File: config.mk
export PLATFORM = sky130hd
export DESIGN_NAME = spi_master_multi
export DESIGN_NICKNAME = d
export VERILOG_FILES = /design/src/rtl/spi_pkg.sv /design/src/rtl/spi_clk_tick.sv /design/src/rtl/spi_master_multi.sv
export SDC_FILE = /design/constraint.sdc
export NUM_CORES = 1
export LEC_CHECK = 0
export ABC_AREA = 0
export BUFFER_PORTS_ARGS = -buffer_cell sky130_fd_sc_hd__buf_2
export CORE_AREA = 2 2 69 84
export CTS_BUF_LIST = sky130_fd_sc_hd__clkbuf_8
export CTS_CLUSTER_DIAMETER = 120
export CTS_CLUSTER_SIZE = 10
export DETAILED_ROUTE_END_ITERATION = 8
export DIE_AREA = 0 0 71 86
export PLACE_DENSITY = 0.82
export SETUP_SLACK_MARGIN = 0.2
export SLEW_MARGIN = 20
export SYNTH_ARGS = -nofsm -noshare
export SYNTH_HDL_FRONTEND = slang
export SYNTH_HIERARCHICAL = 1
export SYNTH_SLANG_ARGS = --single-unit
File: constraint.sdc
create_clock -name clk -period 7.3 [get_ports clk]
set_clock_uncertainty 0.2 [all_clocks]
set_input_delay 1.46 -clock clk [delete_from_list [all_inputs] [get_ports clk]]
set_output_delay 1.46 -clock clk [all_outputs]
set_load 0.05 [all_outputs]
File: src/rtl/spi_pkg.sv
// Shared SPI master types: FSM states, SPI mode encodings and a constant clog2.
package spi_pkg;

   typedef enum logic [2:0] {
      IDLE,
      SETUP,
      XFER,
      HOLD,
      RELEASE
   } spi_state_t;

   // SPI modes encoded as {cpol, cpha}
   localparam logic [1:0] MODE0 = 2'b00;
   localparam logic [1:0] MODE1 = 2'b01;
   localparam logic [1:0] MODE2 = 2'b10;
   localparam logic [1:0] MODE3 = 2'b11;

   // Ceiling log2 usable in parameter and localparam expressions
   function automatic int unsigned clog2(input int unsigned value);
      int unsigned res;
      res = 0;
      while ((64'd1 << res) < 64'(value)) res = res + 1;
      return res;
   endfunction

endpackage

File: src/rtl/spi_clk_tick.sv
// Half-period timer: emits a one-cycle tick every CLK_DIV enabled cycles.
module spi_clk_tick
   import spi_pkg::*;
#(
   parameter int unsigned CLK_DIV = 500
) (
   input  logic clk,
   input  logic rst,
   input  logic en,
   input  logic clr,
   output logic tick_c
);

   localparam int unsigned CNT_W = clog2(CLK_DIV);

   logic [CNT_W-1:0] cnt;

   assign tick_c = en && !clr && (cnt == CNT_W'(CLK_DIV - 1));

   // Count 0..CLK_DIV-1 and wrap; clear has priority over counting
   always_ff @(posedge clk) begin
      if (rst || clr) begin
         cnt <= '0;
      end else if (en) begin
         cnt <= tick_c ? '0 : cnt + CNT_W'(1);
      end
   end

endmodule

File: src/rtl/spi_master_multi.sv
// SPI master with per-transfer mode, bit order, chip-select hold and multiple chip selects.
module spi_master_multi
   import spi_pkg::*;
#(
   parameter int unsigned DATA_W  = 8,
   parameter int unsigned CLK_DIV = 500,
   parameter int unsigned NUM_CS  = 1,
   parameter int unsigned CS_W    = (clog2(NUM_CS) > 0) ? clog2(NUM_CS) : 1
) (
   input  logic              clk,
   input  logic              rst,
   input  logic              start,
   input  logic [DATA_W-1:0] tx_data,
   input  logic [CS_W-1:0]   cs_sel,
   input  logic              cpol,
   input  logic              cpha,
   input  logic              lsb_first,
   input  logic              hold_cs,
   input  logic              release_cs,
   output logic              busy,
   output logic              done,
   output logic [DATA_W-1:0] rx_data,
   output logic              sclk,
   output logic              mosi,
   input  logic              miso,
   output logic [NUM_CS-1:0] cs_n
);

   localparam int unsigned     BC_W    = clog2(2 * DATA_W) + 1;
   localparam logic [BC_W-1:0] LAST_HP = BC_W'(2 * DATA_W - 1);

   spi_state_t        state, state_d;
   logic [DATA_W-1:0] tx_sh, tx_sh_d, rx_sh, rx_sh_d, rx_data_d;
   logic [BC_W-1:0]   hp, hp_d;
   logic              cpol_q, cpol_d, cpha_q, cpha_d, lsb_q, lsb_d, hold_q, hold_d;
   logic              busy_d, done_d, sclk_d, mosi_d;
   logic [NUM_CS-1:0] cs_n_d;
   logic              tick_en, tick_clr, tick_c;
   logic              load, leading, last;

   function automatic logic first_bit(input logic [DATA_W-1:0] v, input logic lsb);
      return lsb ? v[0] : v[DATA_W-1];
   endfunction

   function automatic logic [DATA_W-1:0] shift_out(input logic [DATA_W-1:0] v, input logic lsb);
      return lsb ? (v >> 1) : (v << 1);
   endfunction

   assign tick_en  = (state == SETUP) || (state == XFER) || (state == RELEASE);
   assign tick_clr = !tick_en;

   spi_clk_tick #(
      .CLK_DIV (CLK_DIV)
   ) u_tick (
      .clk    (clk),
      .rst    (rst),
      .en     (tick_en),
      .clr    (tick_clr),
      .tick_c (tick_c)
   );

   // Next-state and next-output logic
   always_comb begin
      state_d   = state;
      tx_sh_d   = tx_sh;
      rx_sh_d   = rx_sh;
      rx_data_d = rx_data;
      hp_d      = hp;
      cpol_d    = cpol_q;
      cpha_d    = cpha_q;
      lsb_d     = lsb_q;
      hold_d    = hold_q;
      done_d    = 1'b0;
      sclk_d    = sclk;
      mosi_d    = mosi;
      cs_n_d    = cs_n;
      load      = 1'b0;
      leading   = 1'b0;
      last      = 1'b0;

      case (state)
         IDLE: begin
            sclk_d = cpol;
            mosi_d = 1'b1;
            cs_n_d = '1;
            if (start) begin
               state_d = SETUP;
               cpol_d  = cpol;
               cpha_d  = cpha;
               load    = 1'b1;
               for (int i = 0; i < NUM_CS; i++) cs_n_d[i] = (cs_sel != CS_W'(i));
            end
         end
         SETUP: begin
            if (tick_c) state_d = XFER;
         end
         XFER: begin
            if (tick_c) begin
               // toggle number hp+1: odd toggles are leading edges
               leading = !hp[0];
               last    = (hp == LAST_HP);
               sclk_d  = !sclk;
               hp_d    = hp + BC_W'(1);
               if (leading != cpha_q) begin
                  rx_sh_d = lsb_q ? {miso, rx_sh[DATA_W-1:1]} : {rx_sh[DATA_W-2:0], miso};
               end
               if (cpha_q ? leading : (!leading && !last)) begin
                  mosi_d  = first_bit(tx_sh, lsb_q);
                  tx_sh_d = shift_out(tx_sh, lsb_q);
               end
               if (last) begin
                  sclk_d    = cpol_q;
                  rx_data_d = rx_sh_d;
                  done_d    = 1'b1;
                  if (hold_q) begin
                     state_d = HOLD;
                  end else begin
                     state_d = RELEASE;
                     cs_n_d  = '1;
                     mosi_d  = 1'b1;
                  end
               end
            end
         end
         HOLD: begin
            sclk_d = cpol_q;
            if (start) begin
               state_d = XFER;
               load    = 1'b1;
            end else if (release_cs) begin
               state_d = RELEASE;
               cs_n_d  = '1;
               mosi_d  = 1'b1;
            end
         end
         RELEASE: begin
            cs_n_d = '1;
            mosi_d = 1'b1;
            if (tick_c) state_d = IDLE;
         end
         default: state_d = IDLE;
      endcase

      // Word capture shared by IDLE and HOLD starts; cpha=0 presents the first bit now
      if (load) begin
         lsb_d  = lsb_first;
         hold_d = hold_cs;
         hp_d   = '0;
         if (!cpha_d) begin
            mosi_d  = first_bit(tx_data, lsb_first);
            tx_sh_d = shift_out(tx_data, lsb_first);
         end else begin
            tx_sh_d = tx_data;
         end
      end

      busy_d = (state_d != IDLE);
   end

   // State and registered outputs
   always_ff @(posedge clk) begin
      if (rst) begin
         state   <= IDLE;
         tx_sh   <= '0;
         rx_sh   <= '0;
         rx_data <= '0;
         hp      <= '0;
         cpol_q  <= 1'b0;
         cpha_q  <= 1'b0;
         lsb_q   <= 1'b0;
         hold_q  <= 1'b0;
         busy    <= 1'b0;
         done    <= 1'b0;
         sclk    <= 1'b0;
         mosi    <= 1'b1;
         cs_n    <= '1;
      end else begin
         state   <= state_d;
         tx_sh   <= tx_sh_d;
         rx_sh   <= rx_sh_d;
         rx_data <= rx_data_d;
         hp      <= hp_d;
         cpol_q  <= cpol_d;
         cpha_q  <= cpha_d;
         lsb_q   <= lsb_d;
         hold_q  <= hold_d;
         busy    <= busy_d;
         done    <= done_d;
         sclk    <= sclk_d;
         mosi    <= mosi_d;
         cs_n    <= cs_n_d;
      end
   end

endmodule

==> results of run 1 <==
power groups by stage:
stage	registers [mW]	clock network, mW	logic (mW)
final	0.298	0.192	0.0859
after global routing	0.300	0.204	0.0941
after CTS	0.298	0.196	0.0858
after detailed placement	0.304	0	0.0853
after global placement	0.304	0	0.0830
after floorplan	0.304	0	0.0669
path summary, 6_finish.rpt:
check                             to           startpoint  slack, ns
max reg2reg  rx_data[7]$_SDFFE_PP0P_  state[1]$_SDFF_PP0_       3.24
min              cpol_q$_SDFFE_PP0P_  cpol_q$_SDFFE_PP0P_       0.27
max          rx_data[7]$_SDFFE_PP0P_  state[1]$_SDFF_PP0_       3.24
min reg2reg      cpol_q$_SDFFE_PP0P_  cpol_q$_SDFFE_PP0P_       0.27
per-stage QoR:
step                hold slack, ns  cell area (µm²)  total power [mW]  setup slack, ns  std cells
floorplan                    0.233             2850             0.371             4.33        308
global placement             0.244             2960             0.387             3.43        381
detailed placement           0.251             2960             0.390             3.25        381
CTS                          0.264             3070             0.580             3.24        389
global route                 0.286             3070             0.598             2.79        389
finish                       0.269             3070             0.576             3.24        389
cell type report:
type,instances,area [µm²]
clock inverters,3,41.3
fillers,474,2190
well taps,62,77.6
repair buffers,30,150
multi-input cells,232,1710
inverters,7,26.3
clock buffers,5,68.8
flip-flops and latches,50,1000
state kept, by name (all words and copies together), names as in the netlist, 3 cells and up:
signal and cells:
rx_sh 8, rx_data 8, u_tick/cnt 9, state 3, tx_sh 8, hp 5
worst reg2reg max path, stage by stage (launching register included):
cell and delay, ns:
dfxtp_1 0.78, xor2_2 0.24, o21a_1 0.29, inv_1 0.12
nor4_2 0.37, and3_1 0.53, and4bb_1 0.68, and2_1 0.46
mux2i_1 0.23, nor2_1 0.05
cell usage after synthesis, types with 3 or more instances:
cell type   n
o21ai_0     5
o22ai_1     8
ha_1        3
a211oi_2    4
nand3b_1    6
buf_4       5
nand2b_1    5
nor3_1     13
xor2_1      5
nand2_1    19
and3_1      3
buf_2       6
and2_1      3
mux2_2     17
nor2b_1    10
dfxtp_1    50
nor2_1     33
inv_1       7
nand3_1     4
mux2i_1    26
clkbuf_1    6
a31oi_1     3
a211oi_1   13
a21oi_1    10
layer usage:
| metal | global-route usage [%] | routed length (µm) | up-vias |
|---|---|---|---|
| met4 | 7.03 | 74 | 0 |
| met2 | 33.4 | 2730 | 45 |
| met3 | 2.70 | 186 | 7 |
| met1 | 24.4 | 2660 | 1083 |
| li1 | - | - | 1157 |
| met5 | 0 | 0 | - |
placed cells by master, fill, tap and decap left out, drive strengths merged, types with 11 or more instances in the layout:
cell,netlist,routed
dfxtp,50,50
nor3,13,13
nor2b,11,11
mux2,17,17
nor2,33,33
mux2i,27,27
a21oi,11,11
nand2,19,19
buf,13,30
a211oi,17,17
kinds of logic (layout without fill, tap and decap cells):
family,count (synthesis),after routing,share of synthesized area (%)
and+or+nand+nor,115,115,22.7
AOI/OAI and AO/OA,61,61,16.0
xor gates and xnor gates,9,9,3.30
muxes,44,44,16.7
DFF,50,50,35.2
buffers and inverters,26,45,4.88
adders and majority gates,3,3,1.32
==> reports/qor.csv, run 1 <==
stage,metric,value,unit
status,status,"complete, no violations",
clock_network,# resized after CTS,0,
synth,syn_nets,329,
pwr,Pleak,1.27,nW
clock_network,Num CTS Buffers,5,
clock_network,total setup buffers inserted after CTS,0,
pwr,Clk network pwr share,33.3,%
setup_path,CP Capture Type,flip-flop,
floorplanning,I/O pins,31,
routing,routed vias/inst,5.89,
pwr,VDD IR-drop max,0.106,mV
synth,"top cells by area, synth","dfxtp_1 35%, mux2i_1 9.1%, mux2_2 6.7%",
synth,ys async rst share,0,%
timing,Tmin final,4.06,ns
timing,worst slew pin tran,0.818,ns
routing,DRC violations left,0,
synth,Post-synth top flop,dfxtp_1,
routing,Vias,2292,
layout,Nets,347,
global_routing,grt total ovfl,0,
synth,warnings from Yosys,6,
synth,cell count after synthesis,308,
routing,DR pass1 iterations,4,
global_routing,global-route wire length before repair,9630,µm
clock_network,Max Root-Sink Buffers,2,
timing,fmax,246,MHz
synth,Netlist cell types,59,
global_routing,GRT Total Usage,19.3,%
synth,"Seq/Total Area, Yosys",35.2,%
layout,Util after Layout,58.4,%
setup_path,WS Path Type,flip-flop to flip-flop,
routing,antenna-violating nets left,0,
clock_network,CTS tree,built,
clock_network,htree depth,2,
floorplanning,site row count,29,
global_routing,vias in the first global route,2176,
pwr,proportion of power drawn by combinational gates,14.9,%
place,GPL Wtd Cong,0.834,
synth,syn avg cell area,9.24,µm²
floorplanning,die footprint,0.00611,mm²
pwr,sequential share of power,51.8,%
setup_path,Worst Path Buf+Inv,1,
synth,Yosys reg bits,50,
clock_network,"Clk Latency, worst-skew pair",0.30,ns
floorplanning,Die H,86,µm
setup_path,reg2reg path depth,9,
flow_run,max-cap violations,0,
setup_path,CP peak stage delay,0.78,ns
setup_path,crit path max fanout,19,
routing,final WL,5640,µm
layout,share of cells above drive strength 1,22.0,%
synth,post-synth top area share,35.2,%
place,IO Port Bufs,30,
setup_path,Startpoint Class,flip-flop,
routing,Routed WL per cell,14.5,µm
setup_path,Critical Path RT,7.28,ns
hold_path,HP Class,flip-flop to flip-flop,
setup_path,CP cell instances,"xor2_2, o21a_1, inv_1, nor4_2, and3_1, and4bb_1, and2_1, mux2i_1, nor2_1",
timing,RSZ-0062 raised after global routing,false,
clock_network,Root Driver,clkbuf_8,
floorplanning,Starting Density,54.1,%
synth,Post-synth EDFFs,0,
clock_network,clk sinks,50,
layout,# diodes,0,
hold_path,hold depth,2,
global_routing,initial antenna violation count,0,
setup_path,Critical Path AT,4.04,ns
global_routing,pin count of the biggest net entering global routing,35,
timing,Setup TNS Final,0,ns
synth,top cell type by total area after synthesis,dfxtp_1,
layout,P&R area growth vs syn,7.92,%
pwr,Internal Dissipation,0.422,mW
timing,final hold vios,0,
floorplanning,Die W,71,µm
timing,Final Max Slew Viols,0,
floorplanning,core area,0.00526,mm²
clock_network,Post-CTS Hold Fix Bufs,0,
pwr,Sw Pwr,0.155,mW
synth,mapped cell area,0.00285,mm²
clock_network,Worst-path clk slew,0.09,ns
setup_path,CP top delay family,simple AND/OR/NAND/NOR gates,
timing,final worst path period share,55.6,%
timing,Worst slew margin,45.4,%
setup_path,CP max-delay cell,dfxtp_1,
pwr,PwrDens,188,mW/mm²
setup_path,Crit path depth,9,
place,DPL Wire Length,3990,µm
timing,endpoints failing setup,0,
routing,initial DRC count,110,
pwr,Sw Ratio,26.8,%
No activity file was read; power rests on OpenSTA's default activity.
==> run 2, diff against run 1 <==
ABC_AREA = 1   (was 0)
CORE_AREA = 2 2 71 86   (was 2 2 69 84)
DIE_AREA = 0 0 73 88   (was 0 0 71 86)
PLACE_DENSITY = 0.85   (was 0.82)
clock period = 3.3 ns   (was 7.3 ns; I/O delays follow)
==> run 2 against run 1 <==
Fmax is 47% higher. Die area increased by 5.2%. Clock power rose by 120%. Synthesized area up 5.5%. Non-clock buffer count increased by 3. Via count is 27% higher. Critical endpoint is now busy$_SDFF_PP0_. Hold slack got worse by 0.0015 ns.
==> reports/qor.csv, run 2 <==
stage,metric,value,unit,change
pwr,sequential share of power,50.1,%,-1.7 points
timing,final hold vios,0,,unchanged
synth,cell count after synthesis,468,,+52%
timing,Tmin final,2.76,ns,-1.30 ns
global_routing,pin count of the biggest net entering global routing,34,,-2.9%
routing,Vias,2906,,+27%
layout,share of cells above drive strength 1,15.2,%,-6.8 points
setup_path,most frequent CP cell,inv_1,,
timing,fmax,362,MHz,+47%
pwr,Internal Dissipation,0.914,mW,+120%
clock_network,htree depth,2,,unchanged
place,DPL Wire Length,4790,µm,+20%
global_routing,vias in the first global route,2682,,+23%
setup_path,CP cell instances,"inv_1, nand3_2, inv_1, nor3_2, inv_1, nand2_1, inv_1, nand3_2, inv_1, inv_1, nor2_1, nand2_1, nand3_1, o21ai_0, nand2_1",,
global_routing,GRT Total Usage,21.2,%,+1.9 points
hold_path,HP Class,flip-flop to flip-flop,,
layout,Top reg by flops,u_tick/cnt,,
clock_network,Root Driver,clkbuf_8,,
routing,DRC violations left,0,,unchanged
layout,# diodes,0,,unchanged
synth,"Seq/Total Area, Yosys",33.3,%,-1.8 points
timing,final worst path period share,83.7,%,+28 points
floorplanning,I/O pins,31,,unchanged
layout,Nets,515,,+48%
timing,RSZ-0062 raised after global routing,false,,
synth,Yosys reg bits,50,,unchanged
setup_path,Startpoint Class,flip-flop,,
synth,warnings from Yosys,6,,unchanged
clock_network,Num CTS Buffers,5,,unchanged
synth,"count leader, synth",nand2_1,,
synth,post-synth top area share,33.3,%,-1.8 points
floorplanning,Die H,88,µm,+2.3%
clock_network,Post-CTS Hold Fix Bufs,0,,unchanged
floorplanning,Die W,73,µm,+2.8%
synth,Post-synth top flop,dfxtp_1,,
layout,Fill cells,526,,+11%
setup_path,CP Capture Type,flip-flop,,
setup_path,CP max-delay cell,dfxtp_1,,
synth,"top cells by count, synth","112 x nand2_1, 75 x inv_1, 50 x dfxtp_1",,
floorplanning,site row count,30,,+3.4%
layout,"commonest non-fill, non-tap cells in the layout","112 x nand2_1, 75 x inv_1, 50 x dfxtp_1, 46 x nand3_1, 42 x nor2_1",,
synth,Post-synth EDFFs,0,,unchanged
setup_path,CP peak stage delay,0.45,ns,-0.33 ns
layout,"most common cell after layout, fill and taps aside",nand2_1,,
pwr,PwrDens,387,mW/mm²,+110%
clock_network,clk sinks,50,,unchanged
pwr,Clk network pwr share,33.7,%,+0.4 points
global_routing,initial antenna violation count,0,,unchanged
synth,top cell type by total area after synthesis,dfxtp_1,,
setup_path,WS Path Type,flip-flop to flip-flop,,
setup_path,Critical Path AT,2.76,ns,-1.28 ns
place,IO Port Bufs,30,,unchanged
layout,max FFs per register,9,,unchanged
routing,routed vias/inst,5.21,,-12%
routing,antenna-violating nets left,0,,unchanged
floorplanning,die footprint,0.00642,mm²,+5.2%
pwr,Sw Pwr,0.359,mW,+130%
global_routing,grt total ovfl,0,,unchanged
synth,syn_nets,489,,+49%
clock_network,CTS tree,built,,
synth,"top cells by area, synth","dfxtp_1 33%, nand2_1 14%, inv_1 9.4%",,
clock_network,"Clk Latency, worst-skew pair",0.30,ns,about the same
pwr,Total Power,1.27,mW,+120%
routing,Routed WL per cell,11.5,µm,-21%
timing,Worst slew margin,58.8,%,+13 points
timing,Setup TNS Final,0,ns,unchanged
routing,final WL,6430,µm,+14%
synth,syn avg cell area,6.41,µm²,-31%
pwr,VDD IR-drop max,0.231,mV,+120%
clock_network,Worst-path clk slew,0.09,ns,about the same
floorplanning,Starting Density,53.7,%,-0.41 points
clock_network,Max Root-Sink Buffers,2,,unchanged
pwr,Sw Ratio,28.2,%,+1.3 points
timing,endpoints failing setup,0,,unchanged
setup_path,crit path max fanout,7,,-12
routing,initial DRC count,174,,+58%
layout,P&R area growth vs syn,9.50,%,
synth,Netlist cell types,36,,-39%
global_routing,global-route wire length before repair,11100,µm,+15%
pwr,Pleak,1.65,nW,+31%
synth,ys async rst share,0,%,unchanged
routing,DR pass1 iterations,4,,unchanged
pwr,proportion of power drawn by combinational gates,16.2,%,+1.3 points
timing,Final Max Slew Viols,0,,unchanged
setup_path,Critical Path RT,3.29,ns,-3.99 ns
synth,mapped cell area,0.00300,mm²,+5.5%
flow_run,max-cap violations,0,,unchanged
timing,worst slew pin tran,0.617,ns,-0.201 ns
place,GPL Wtd Cong,0.961,,+15%
floorplanning,core area,0.00559,mm²,+6.3%
status,status,"complete, no violations",,
## run 2: cell types whose count changed after synthesis, sizes merged, moves of 21 or more
| cell | previous run | this run |
|---|---|---|
| inv | 7 | 79 |
| nor2 | 33 | 54 |
| o21ai | 8 | 36 |
| nand2 | 19 | 122 |
| nand3 | 5 | 49 |
| mux2i | 27 | 1 |
## run 2: cell type report
type	count	area [µm²]	area share (%)
multi-input cells	325	1630	49.6
flip-flops and latches	50	1000	30.5
inverters	79	297	9.02
repair buffers	33	173	5.25
well taps	64	80.1	2.44
clock buffers	5	68.8	2.09
clock inverters	2	38.8	1.18
## run 2: path summary, 6_finish.rpt
path / slack [ns] / end / cells after the start / from
setup reg to reg: 0.54 / busy$_SDFF_PP0_ / 15 / state[0]$_SDFF_PP0_
hold / removal: 0.27 / hp[4]$_SDFFE_PP0P_ / 2 / hp[4]$_SDFFE_PP0P_
hold reg to reg: 0.27 / hp[4]$_SDFFE_PP0P_ / 2 / hp[4]$_SDFFE_PP0P_
setup / recovery: 0.54 / busy$_SDFF_PP0_ / 15 / state[0]$_SDFF_PP0_
## run 2: cells by family (layout without fill, tap and decap cells)
kind of cell	Yosys count	in the layout	share of synthesized area, %
DFF	50	50	33.3
and+or+nand+nor	239	240	36.6
buffers and inverters	94	119	12.9
AOI/OAI and AO/OA	80	80	15.3
adders and majority gates	3	3	1.25
muxes	1	1	0.333
xor gates and xnor gates	1	1	0.292
## run 2: what timing repair did
action | in CTS | in global routing
setup endpoints to repair | 0 | 18
buffers inserted | 0 | 1
gates resized for setup | 0 | 2
## run 2: worst max-delay path: cells and delay by family, from the launching register on
| kind | cells | cell delay (ns) |
|---|---|---|
| flip-flops | 1 | 0.45 |
| AO/OA/AOI/OAI | 1 | 0.25 |
| buffers and inverters | 6 | 0.73 |
| AND/OR/NAND/NOR | 8 | 1.03 |
## run 2: power by group through the flow
stage,clock [mW],combinational (mW),sequential (mW)
3_5_place_dp,0,0.204,0.651
4_1_cts,0.437,0.205,0.638
5_1_grt,0.457,0.234,0.641
3_3_place_gp,0,0.200,0.651
6_report,0.429,0.207,0.638
2_1_floorplan,0,0.147,0.664
## run 2: per-stage QoR
stage               hold slack (ns)  std cells  utilization, %  setup WS (ns)  area, µm²
finish                        0.267        558            58.8          0.539       3290
detailed placement            0.256        549            56.4          0.453       3160
global placement              0.254        549            56.4          0.575       3160
CTS                           0.270        556            58.3          0.434       3260
global route                  0.296        558            58.8          0.187       3290
floorplan                     0.238        468               -          0.797       3000
## run 2: layer usage
metal	up-vias	share of wire [%]	track usage (%)
met3	9	4.0	3.22
met5	-	0	0
met4	0	1.2	7.41
met2	64	51	40.1
met1	1292	43	23.7
li1	1541	-	-
==> run 3, diff against run 2 <==
clock period = 2.39 ns   (was 3.3 ns; I/O delays follow)
==> run 3 against run 2 <==
Flip-flop and latch count unchanged. Count of clock-buffer cells in the layout increased by 2. Power increased by 38%. Final cell count increased by 4.5%. Fmax increased by 18%. Sequential power increased by 38%. Register-to-register slack got worse by 0.48 ns. Largest power group unchanged. Highest routed layer unchanged.
==> reports/qor.csv, run 3 (synthesized netlist as in run 2, its figures left out) <==
stage,metric,value,unit,change
pwr,VDD IR-drop max,0.278,mV,+21%
setup_path,CP max-delay cell,dfxtp_4,,
hold_path,Hold EP,cpol_q$_SDFFE_PP0P_,,
global_routing,global route hottest layer,met2,,
clock_network,Num CTS Buffers,5,,unchanged
setup_path,Critical Path RT,2.45,ns,-0.84 ns
clock_network,Post-CTS Hold Fix Bufs,0,,unchanged
pwr,sequential share of power,50.1,%,about the same
pwr,Sw Pwr,0.524,mW,+46%
routing,DRC violations left,0,,unchanged
place,DPL Wire Length,5220,µm,+9.1%
hold_path,HP Class,input pin to flip-flop,,
routing,antenna-violating nets left,0,,unchanged
setup_path,Critical R2R Launch,state[1]$_SDFF_PP0_,,
layout,"most common cell after layout, fill and taps aside",nand2_1,,
status,status,"complete, no violations",,
timing,endpoints failing setup,0,,unchanged
pwr,Pleak,1.80,nW,+8.8%
timing,final worst slack,0.0567,ns,-0.483 ns
global_routing,global-route wire length before repair,12100,µm,+9.3%
hold_path,hold depth,3,,+1
setup_path,Startpoint Class,flip-flop,,
routing,final WL,8000,µm,+24%
setup_path,worst r2r dst,rx_data[3]$_SDFFE_PP0P_,,
timing,Tmin final,2.33,ns,-0.427 ns
pwr,Clk network pwr share,31.3,%,-2.4 points
layout,Nets,539,,+4.7%
timing,Final Max Slew Viols,0,,unchanged
floorplanning,Die H,88,µm,unchanged
global_routing,met3 Use GR,4.14,%,+0.92 points
timing,final hold slack,0.257,ns,-0.0106 ns
clock_network,clk sinks,50,,unchanged
floorplanning,core area,0.00559,mm²,unchanged
global_routing,M1 GR Usage,27.5,%,+3.8 points
setup_path,CP top delay family,simple AND/OR/NAND/NOR gates,,
place,GPL Wtd Cong,0.959,,-0.18%
clock_network,"Clk Latency, worst-skew pair",0.31,ns,about the same
setup_path,crit path max fanout,8,,+1
layout,Fill cells,482,,-8.4%
global_routing,initial antenna violation count,0,,unchanged
setup_path,reg2reg setup slack,0.06,ns,-0.48 ns
global_routing,pin count of the biggest net entering global routing,21,,-38%
timing,Worst slew margin,68.9,%,+10 points
timing,final hold vios,0,,unchanged
timing,final worst path period share,97.6,%,+14 points
hold_path,hold_sp,cpol,,
place,IO Port Bufs,30,,unchanged
layout,share of cells above drive strength 1,25.4,%,+10 points
layout,# diodes,0,,unchanged
floorplanning,Die W,73,µm,unchanged
routing,Vias,3229,,+11%
pwr,Sw Ratio,29.8,%,+1.6 points
routing,DR pass1 iterations,5,,+1
setup_path,Critical Path AT,2.39,ns,-0.37 ns
global_routing,vias in the first global route,2901,,+8.2%
setup_path,CP cell instances,"nor2_4, inv_2, nor2_4, nor3_4, inv_1, nand2_1, nor2_2, nand3_2, inv_2, inv_4, nor2_4, nand2_4, inv_8, nor2_1, nor2_1, o21ai_1, inv_1",,
routing,routed vias/inst,5.54,,+6.4%
layout,P&R area growth vs syn,21.0,%,
floorplanning,die footprint,0.00642,mm²,unchanged
timing,RSZ-0062 raised after global routing,true,,
layout,Top reg by flops,u_tick/cnt,,
setup_path,reg2reg path depth,17,,+2
clock_network,htree depth,2,,unchanged
flow_run,max-cap violations,0,,unchanged
setup_path,WS Path Type,flip-flop to flip-flop,,
place,worst slack at placement,0.0131,ns,-0.440 ns
layout,"commonest non-fill, non-tap cells in the layout","107 x nand2_1, 68 x inv_1, 47 x dfxtp_1, 42 x nand3_1, 34 x nor2_1",,
floorplanning,I/O pins,31,,unchanged
setup_path,most frequent CP cell,nor2_4,,
timing,worst slew pin tran,0.467,ns,-0.150 ns
pwr,PwrDens,484,mW/mm²,+25%
clock_network,Root Driver,clkbuf_8,,
pwr,proportion of power drawn by combinational gates,18.5,%,+2.3 points
setup_path,Worst Path Buf+Inv,6,,unchanged
setup_path,CP peak stage delay,0.37,ns,-0.08 ns
timing,fmax,429,MHz,+18%
global_routing,grt total ovfl,0,,unchanged
floorplanning,site row count,30,,unchanged
clock_network,Max Root-Sink Buffers,2,,unchanged
global_routing,met2 usage,42.3,%,+2.2 points
floorplanning,Starting Density,53.7,%,unchanged
setup_path,CP Capture Type,flip-flop,,
pwr,Internal Dissipation,1.23,mW,+35%
clock_network,Worst-path clk slew,0.10,ns,about the same
routing,Routed WL per cell,13.7,µm,+19%
clock_network,CTS tree,built,,
layout,max FFs per register,9,,unchanged
routing,initial DRC count,185,,+6.3%
global_routing,GRT Total Usage,23.6,%,+2.3 points
[run 3: changes by cell type in the layout (fill, tap and decap cells not counted), moves of 4 or more]
| cell | before | now |
|---|---|---|
| buf_4 | 3 | 21 |
| buf_6 | 0 | 5 |
| inv_1 | 75 | 68 |
| inv_2 | 4 | 8 |
| nand2_1 | 112 | 107 |
| nand2_2 | 6 | 11 |
| nand3_1 | 46 | 42 |
| nor2_1 | 42 | 34 |
| nor2_4 | 4 | 8 |
| o21ai_0 | 32 | 18 |
| o21ai_1 | 3 | 15 |
[run 3: layer usage]
| metal | wire length (µm) | part of all wire, % |
|---|---|---|
| met1 | 3230 | 40 |
| met2 | 4100 | 51 |
| met3 | 404 | 5.1 |
| met4 | 261 | 3.3 |
| met5 | 0 | 0 |
[run 3: worst max-delay path by stage]
stage / startpoint / to / cells after the start
6_report: state[1]$_SDFF_PP0_ / rx_data[3]$_SDFFE_PP0P_ / 17
5_1_grt: state[1]$_SDFF_PP0_ / rx_data[3]$_SDFFE_PP0P_ / 17
4_1_cts: state[0]$_SDFF_PP0_ / tx_sh[0]$_SDFFE_PP0P_ / 16
2_1_floorplan: state[0]$_SDFF_PP0_ / tx_sh[1]$_SDFFE_PP0P_ / 17
3_5_place_dp: state[1]$_SDFF_PP0_ / rx_data[1]$_SDFFE_PP0P_ / 17
3_3_place_gp: state[1]$_SDFF_PP0_ / rx_data[1]$_SDFFE_PP0P_ / 17
[run 3: through the flow]
step	power (mW)	cells	utilization [%]	TNS (ns)	instance area (µm²)
6_report	1.76	583	64.9	0	3630
3_5_place_dp	1.20	553	57.6	0	3220
4_1_cts	1.74	570	61.2	0	3420
2_1_floorplan	1.13	468	-	0	3040
3_3_place_gp	1.19	553	57.6	0	3220
5_1_grt	1.84	583	64.9	-0.0563	3630
[run 3: area by class of cell]
| type | instances | area [µm²] | share of cell area [%] |
|---|---|---|---|
| clock buffer | 7 | 96.3 | 2.65 |
| clock inverter | 1 | 8.76 | 0.241 |
| inverter | 79 | 309 | 8.51 |
| multi-input combinational | 326 | 1760 | 48.5 |
| sequential | 50 | 1010 | 27.9 |
| tap | 64 | 80.1 | 2.21 |
| timing repair buffer | 56 | 364 | 10.0 |
[run 3: what timing repair did]
action                                  4_1_cts  5_1_grt
gates cloned                                  1        3
pin swaps                                     6       22
setup buffers                                 8       10
endpoints found under the setup margin       20       36
gates resized for setup                      10       46
[run 3: worst reg2reg max path, cell delays in order (launching register included)]
cell and delay (ns):
dfxtp_4 0.37, nor2_4 0.12, inv_2 0.06, nor2_4 0.14
nor3_4 0.07, inv_1 0.05, nand2_1 0.06, nor2_2 0.18
nand3_2 0.14, inv_2 0.12, inv_4 0.05, nor2_4 0.20
nand2_4 0.13, inv_8 0.11, nor2_1 0.04, nor2_1 0.08
o21ai_1 0.09, inv_1 0.07
[run 3: power groups by stage]
stage	Combinational (mW)	Clock, mW	Sequential, mW
6_report	0.326	0.551	0.881
5_1_grt	0.360	0.592	0.885
4_1_cts	0.306	0.557	0.881
3_5_place_dp	0.297	0	0.902
3_3_place_gp	0.287	0	0.900
2_1_floorplan	0.210	0	0.918
